File: config.mk
export PLATFORM = sky130hd
export DESIGN_NAME = drip_valve_controller
export DESIGN_NICKNAME = d
export VERILOG_FILES = /design/src/rtl/drip_valve_controller.sv
export SDC_FILE = /design/constraint.sdc
export NUM_CORES = 1
export LEC_CHECK = 0
export CAP_MARGIN = 20
export CORE_MARGIN = 2
export CORE_UTILIZATION = 40
export DETAILED_ROUTE_END_ITERATION = 7
export GPL_TIMING_DRIVEN = 0
export PLACE_DENSITY_LB_ADDON = 0.3
export SETUP_SLACK_MARGIN = 0.2
export SYNTH_ARGS = -nofsm -noshare
export SYNTH_HDL_FRONTEND = slang
export SYNTH_SLANG_ARGS = --single-unit
export TNS_END_PERCENT = 20
File: constraint.sdc
create_clock -name clk_i -period 2.1 [get_ports clk_i]
set_input_delay 0.525 -clock clk_i [delete_from_list [all_inputs] [get_ports clk_i]]
set_output_delay 0.525 -clock clk_i [all_outputs]
set_load 0.05 [all_outputs]
File: src/rtl/drip_valve_controller.sv
// drip_valve_controller: debounced, time-bounded drip valve driver with cooldown,
// abort on low level/disable, timeout fault and saturating drip-event counter.
module drip_valve_controller #(
  parameter int DEBOUNCE_CYCLES = 4,
  parameter int MIN_ON_CYCLES   = 8,
  parameter int MAX_ON_CYCLES   = 32,
  parameter int COOLDOWN_CYCLES = 16,
  parameter int CNT_W           = 8,
  parameter int EVENT_W         = 8
) (
  input  logic               clk_i,
  input  logic               rst_i,
  input  logic               enable_i,
  input  logic               drip_state_i,
  input  logic               low_level_indicator_i,
  input  logic               fault_clr_i,
  output logic               valve_open_o,
  output logic               cooldown_o,
  output logic               fault_timeout_o,
  output logic [EVENT_W-1:0] drip_count_o
);
  typedef enum logic [1:0] {IDLE, OPEN, COOLDOWN} state_t;
  localparam logic [CNT_W-1:0] DB_LAST = CNT_W'(DEBOUNCE_CYCLES - 1);
  localparam logic [CNT_W-1:0] ON_MIN  = CNT_W'(MIN_ON_CYCLES - 1);
  localparam logic [CNT_W-1:0] ON_MAX  = CNT_W'(MAX_ON_CYCLES - 1);
  localparam logic [CNT_W-1:0] CD_LAST = CNT_W'(COOLDOWN_CYCLES - 1);
  state_t             state_q, state_d;
  logic               req_db_q, req_db_d;
  logic [CNT_W-1:0]   db_cnt_q, db_cnt_d;
  logic [CNT_W-1:0]   cnt_q, cnt_d;
  logic [EVENT_W-1:0] count_q, count_d;
  logic               fault_q, fault_d;
  logic               valve_q, cool_q;
  logic               abort, timeout, done, leave;
  always_comb begin
    db_cnt_d = (drip_state_i == req_db_q || db_cnt_q == DB_LAST) ? '0 : db_cnt_q + 1'b1;
    req_db_d = (drip_state_i != req_db_q && db_cnt_q == DB_LAST) ? drip_state_i : req_db_q;
  end
  // One counter serves both the open-time and the cooldown phases.
  always_comb begin
    abort   = low_level_indicator_i || !enable_i;
    timeout = cnt_q == ON_MAX;
    done    = !req_db_q && cnt_q >= ON_MIN;
    leave   = state_q == OPEN && (abort || timeout || done);
    state_d = state_q;
    cnt_d   = cnt_q + 1'b1;
    if (state_q == IDLE) begin
      cnt_d = '0;
      if (req_db_q && enable_i && !low_level_indicator_i) state_d = OPEN;
    end else if (state_q == OPEN) begin
      if (leave) begin
        state_d = COOLDOWN;
        cnt_d   = '0;
      end
    end else if (cnt_q == CD_LAST) begin
      state_d = IDLE;
      cnt_d   = '0;
    end
    fault_d = (leave && !abort && timeout) || (fault_q && !fault_clr_i);
    count_d = (leave && count_q != '1) ? count_q + 1'b1 : count_q;
  end
  always_ff @(posedge clk_i or posedge rst_i) begin
    if (rst_i) begin
      state_q  <= IDLE;
      req_db_q <= 1'b0;
      db_cnt_q <= '0;
      cnt_q    <= '0;
      count_q  <= '0;
      fault_q  <= 1'b0;
      valve_q  <= 1'b0;
      cool_q   <= 1'b0;
    end else begin
      state_q  <= state_d;
      req_db_q <= req_db_d;
      db_cnt_q <= db_cnt_d;
      cnt_q    <= cnt_d;
      count_q  <= count_d;
      fault_q  <= fault_d;
      valve_q  <= state_d == OPEN;
      cool_q   <= state_d == COOLDOWN;
    end
  end
  assign valve_open_o    = valve_q;
  assign cooldown_o      = cool_q;
  assign fault_timeout_o = fault_q;
  assign drip_count_o    = count_q;
endmodule

==> impl_metrics.csv <==
group,metric,value,unit
finish,n_fill_cell,329,
floorplan,die_area,3963,µm²
clock_tree,clkTransAtPathRegs,0.09,ns
routing,drtIter0Drc,44,
setup_path,r2r_start,"db_cnt_q[0]$_DFF_PP0_",
logic_synthesis,synth-seq-cells,30,
logic_synthesis,syn_inst,132,
pwr,worst_ir_drop_vdd,0.0006123,V
setup_path,path_depth,4,
job,maxCapViolations,0,
grt,overflow,0,
timing,relSlewSlack,67.12,%
logic_synthesis,synth_edf_count,0,
pwr,leakagePower,0.8145,nW
placement,place.gp.congestion,0.7684,
setup_path,slowest_stage,"or4_4",
setup_path,worst-path-max-fanout,4,
grt,grt_pass1_vias,1021,
clock_tree,clock_tree.root_cell,"clkbuf_4",
setup_path,crit_chain,"ha_4 -> or4b_4 -> or4_4 -> mux2_4",
clock_tree,cts_tree,"yes",
timing,worst_pin_slew,0.4952,ns
finish,regArea,753.2,µm²
finish,layout.nets,167,
setup_path,critPathMaxStageDelay,0.54,ns
setup_path,path_class,"reg2reg",
logic_synthesis,avgSynthCellArea,10.53,µm²
timing,fin_crit,1.988,ns
setup_path,worstPathRequired,2.31,ns
setup_path,rr_worst_depth,4,
pwr,p_comb_share,29.1,%
floorplan,fp.dieW,62.95,µm
routing,vias_per_cell,5.020,
grt,grt_max_degree,23,
timing,slew_violations,0,
pwr,power.density,1134,nW/µm²
timing,rsz0062_at_grt,"yes",
routing,drc,0,
finish,antennaDiodeCount,0,
timing,setup_slack,0.1119,ns
pwr,pwr-share-seq,40.7,%
timing,finalSetupViolations,0,
setup_path,arrival,2.20,ns
clock_tree,clockBufferDepth,2,
logic_synthesis,synth_area_leaders,"dfrtp_1 54%, xor2_1 6.9%, nand3_1 4.7%, xnor2_1 4.4%, nor2_1 4.3%",
finish,multi_input_area,659.4,µm²
logic_synthesis,synthFlopType,"dfrtp_1",
grt,antenna_found_initial,0,
placement,io_buffer_count,16,
routing,firstDrtPassIters,4,
setup_path,critPathLaunchType,"flip-flop",
outcome,status,"complete, no violations",
logic_synthesis,ys_async_sr_fraction,100.0,%
placement,pre_cts_ws,-0.07010,ns
setup_path,crit_path_start,"db_cnt_q[0]$_DFF_PP0_",
logic_synthesis,yosysTopAreaCell,"dfrtp_1",
floorplan,pin_count,17,
routing,drt-total-wl,2.568,mm
grt,grt_pass1_wl,4.526,mm
placement,place_hpwl,1.792,mm
logic_synthesis,synthMostInstantiatedCell,"dfrtp_1",
clock_tree,ctsHtreeMaxLevel,2,
logic_synthesis,synth_top_area_share,54.01,%
floorplan,die_y,62.95,µm
finish,drive_above_1_share,18.24,%
logic_synthesis,yosys_warnings,0,
setup_path,r2r_slack,0.11,ns
setup_path,cp_num_buf_inv,0,
pwr,power_switching,685.7,µW
finish,synthToLayoutAreaGrowth,28.71,%
setup_path,crit_end,"req_db_q$_DFFE_PP0P_",
timing,hold_viol,0,
floorplan,initial_core_util,41.66,%
timing,fmax,503.0,MHz
logic_synthesis,ys_types,31,
grt,grtUsageTotal,15.14,%
timing,tns,0,ns
logic_synthesis,synth_common_cells,"30 x dfrtp_1, 16 x nor2_1, 13 x nand3_1",
floorplan,rows,21,
setup_path,r2r-end,"req_db_q$_DFFE_PP0P_",
timing,finalCritPeriodShare,94.67,%
clock_tree,cts.hold.buffers_added,0,
clock_tree,clk_latency,0.34,ns
floorplan,core-area,3337,µm²
logic_synthesis,syn_area,1390,µm²
routing,drtAntennaViolNets,0,
min_path,hp-class,"in2async",
logic_synthesis,seq_area_frac_synth,54.01,%
timing,fin_worst_skew,0.01706,ns
setup_path,critPathCaptureType,"flip-flop",
pwr,clkPwrFrac,30.2,%
clock_tree,clock-sinks,30,
routing,avgRoutedWirePerCell,12.53,µm
logic_synthesis,synth_nets,141,
setup_path,cp_top_family,"simple AND/OR/NAND/NOR gates",
pwr,sw_frac_of_total,33.79,%
clock_tree,cts_buffers,5,
pwr,power.internal,1.344,mW
routing,route.vias.total,1029,
## sequential cells by signal, indices dropped and copies added, names as in the netlist
| name | count |
|---|---|
| cnt_q | 8 |
| cooldown_o | 1 |
| valve_open_o | 1 |
| db_cnt_q | 8 |
| state_q | 2 |
| drip_count_o | 8 |
| fault_timeout_o | 1 |
| req_db_q | 1 |
## area by class of cell
| class | instances | area share (%) |
|---|---|---|
| multi-input cells | 97 | 36.85 |
| well taps | 46 | 3.217 |
| flip-flops and latches | 30 | 42.10 |
| inverters | 4 | 0.8392 |
| repair buffers | 19 | 10.56 |
| plain buffers | 1 | 0.2098 |
| clock inverters | 2 | 3.357 |
| clock buffers | 6 | 2.867 |
## metal layers
| metal | GRT usage [%] | routed length [µm] | up-vias |
|---|---|---|---|
| met2 | 24.47 | 1274 | 22 |
| met1 | 17.04 | 1110 | 496 |
| li1 | - | - | 506 |
| met5 | 0 | 0 | - |
| met4 | 5.833 | 38 | 0 |
| met3 | 7.568 | 144 | 5 |
## cell families after synthesis
kind of cell               synth area share, %
adders and majority gates                2.701
DFF                                      54.01
AOI/OAI and AO/OA                        7.471
xor gates and xnor gates                 11.34
buffers and inverters                    1.350
and+or+nand+nor                          20.43
muxes                                    2.700
## per-stage QoR
| step | instances | hold WS (ns) | utilization, % | total power [mW] | instance area, µm² |
|---|---|---|---|---|---|
| after global routing | 205 | 0.5013 | 53.62 | 2.159 | 1789 |
| after CTS | 203 | 0.4865 | 52.83 | 2.005 | 1763 |
| after global placement | 194 | 0.4654 | 48.33 | 1.359 | 1613 |
| after detailed placement | 195 | 0.4697 | 49.16 | 1.388 | 1640 |
| final | 205 | 0.4885 | 53.62 | 2.029 | 1789 |
| after floorplan | 132 | 0.4479 | - | 1.207 | 1395 |
## power groups by stage
stage | combinational, mW | sequential, mW | clock, mW
3_5_place_dp | 0.554 | 0.834 | 0
6_report | 0.591 | 0.826 | 0.612
2_1_floorplan | 0.272 | 0.935 | 0
4_1_cts | 0.548 | 0.830 | 0.628
3_3_place_gp | 0.535 | 0.824 | 0
5_1_grt | 0.650 | 0.845 | 0.664
## worst min path at each step
stage                             startpoint                          end  slack (ns)  cells after the start
after floorplan           cnt_q[0]$_DFF_PP0_           cnt_q[0]$_DFF_PP0_        0.45                      1
after global placement    cnt_q[0]$_DFF_PP0_           cnt_q[0]$_DFF_PP0_        0.47                      1
after detailed placement  cnt_q[0]$_DFF_PP0_           cnt_q[0]$_DFF_PP0_        0.47                      1
after CTS                 cnt_q[0]$_DFF_PP0_           cnt_q[0]$_DFF_PP0_        0.49                      1
after global routing                   rst_i  drip_count_o[1]$_DFFE_PP0P_        0.50                      2
final                                  rst_i  drip_count_o[1]$_DFFE_PP0P_        0.49                      2
## layout by cell type, fill, tap and decap left out, drive strengths merged
cell / netlist / layout
dfrtp: 30 / 30
nor2: 16 / 16
nand3: 13 / 13
xor2: 11 / 11
dlygate4sd2: 0 / 11
nand2: 10 / 10
xnor2: 7 / 7
clkbuf: 1 / 7
clkdlybuf4s50: 0 / 5
a21oi: 5 / 5
and3: 5 / 5
nor3: 4 / 4
inv: 4 / 4
o21ai: 4 / 4
mux2: 3 / 3
buf: 0 / 3
ha: 3 / 3
nor2b: 2 / 2
bufinv: 0 / 2
o21a: 2 / 2
a211oi: 1 / 1
a311o: 1 / 1
nor3b: 1 / 1
a41oi: 1 / 1
nand2b: 1 / 1
nand3b: 1 / 1
a22oi: 1 / 1
or4b: 1 / 1
or4: 1 / 1
o22ai: 1 / 1
or2: 1 / 1
nand4: 1 / 1
## timing repair
| action | 4_1_cts | 5_1_grt |
|---|---|---|
| pin swaps | 3 | 0 |
| setup endpoints to repair | 21 | 22 |
| setup buffers | 0 | 2 |
| hold endpoints to repair | 0 | 0 |
| resized for setup | 19 | 3 |
No activity file was read; power rests on OpenSTA's default activity.
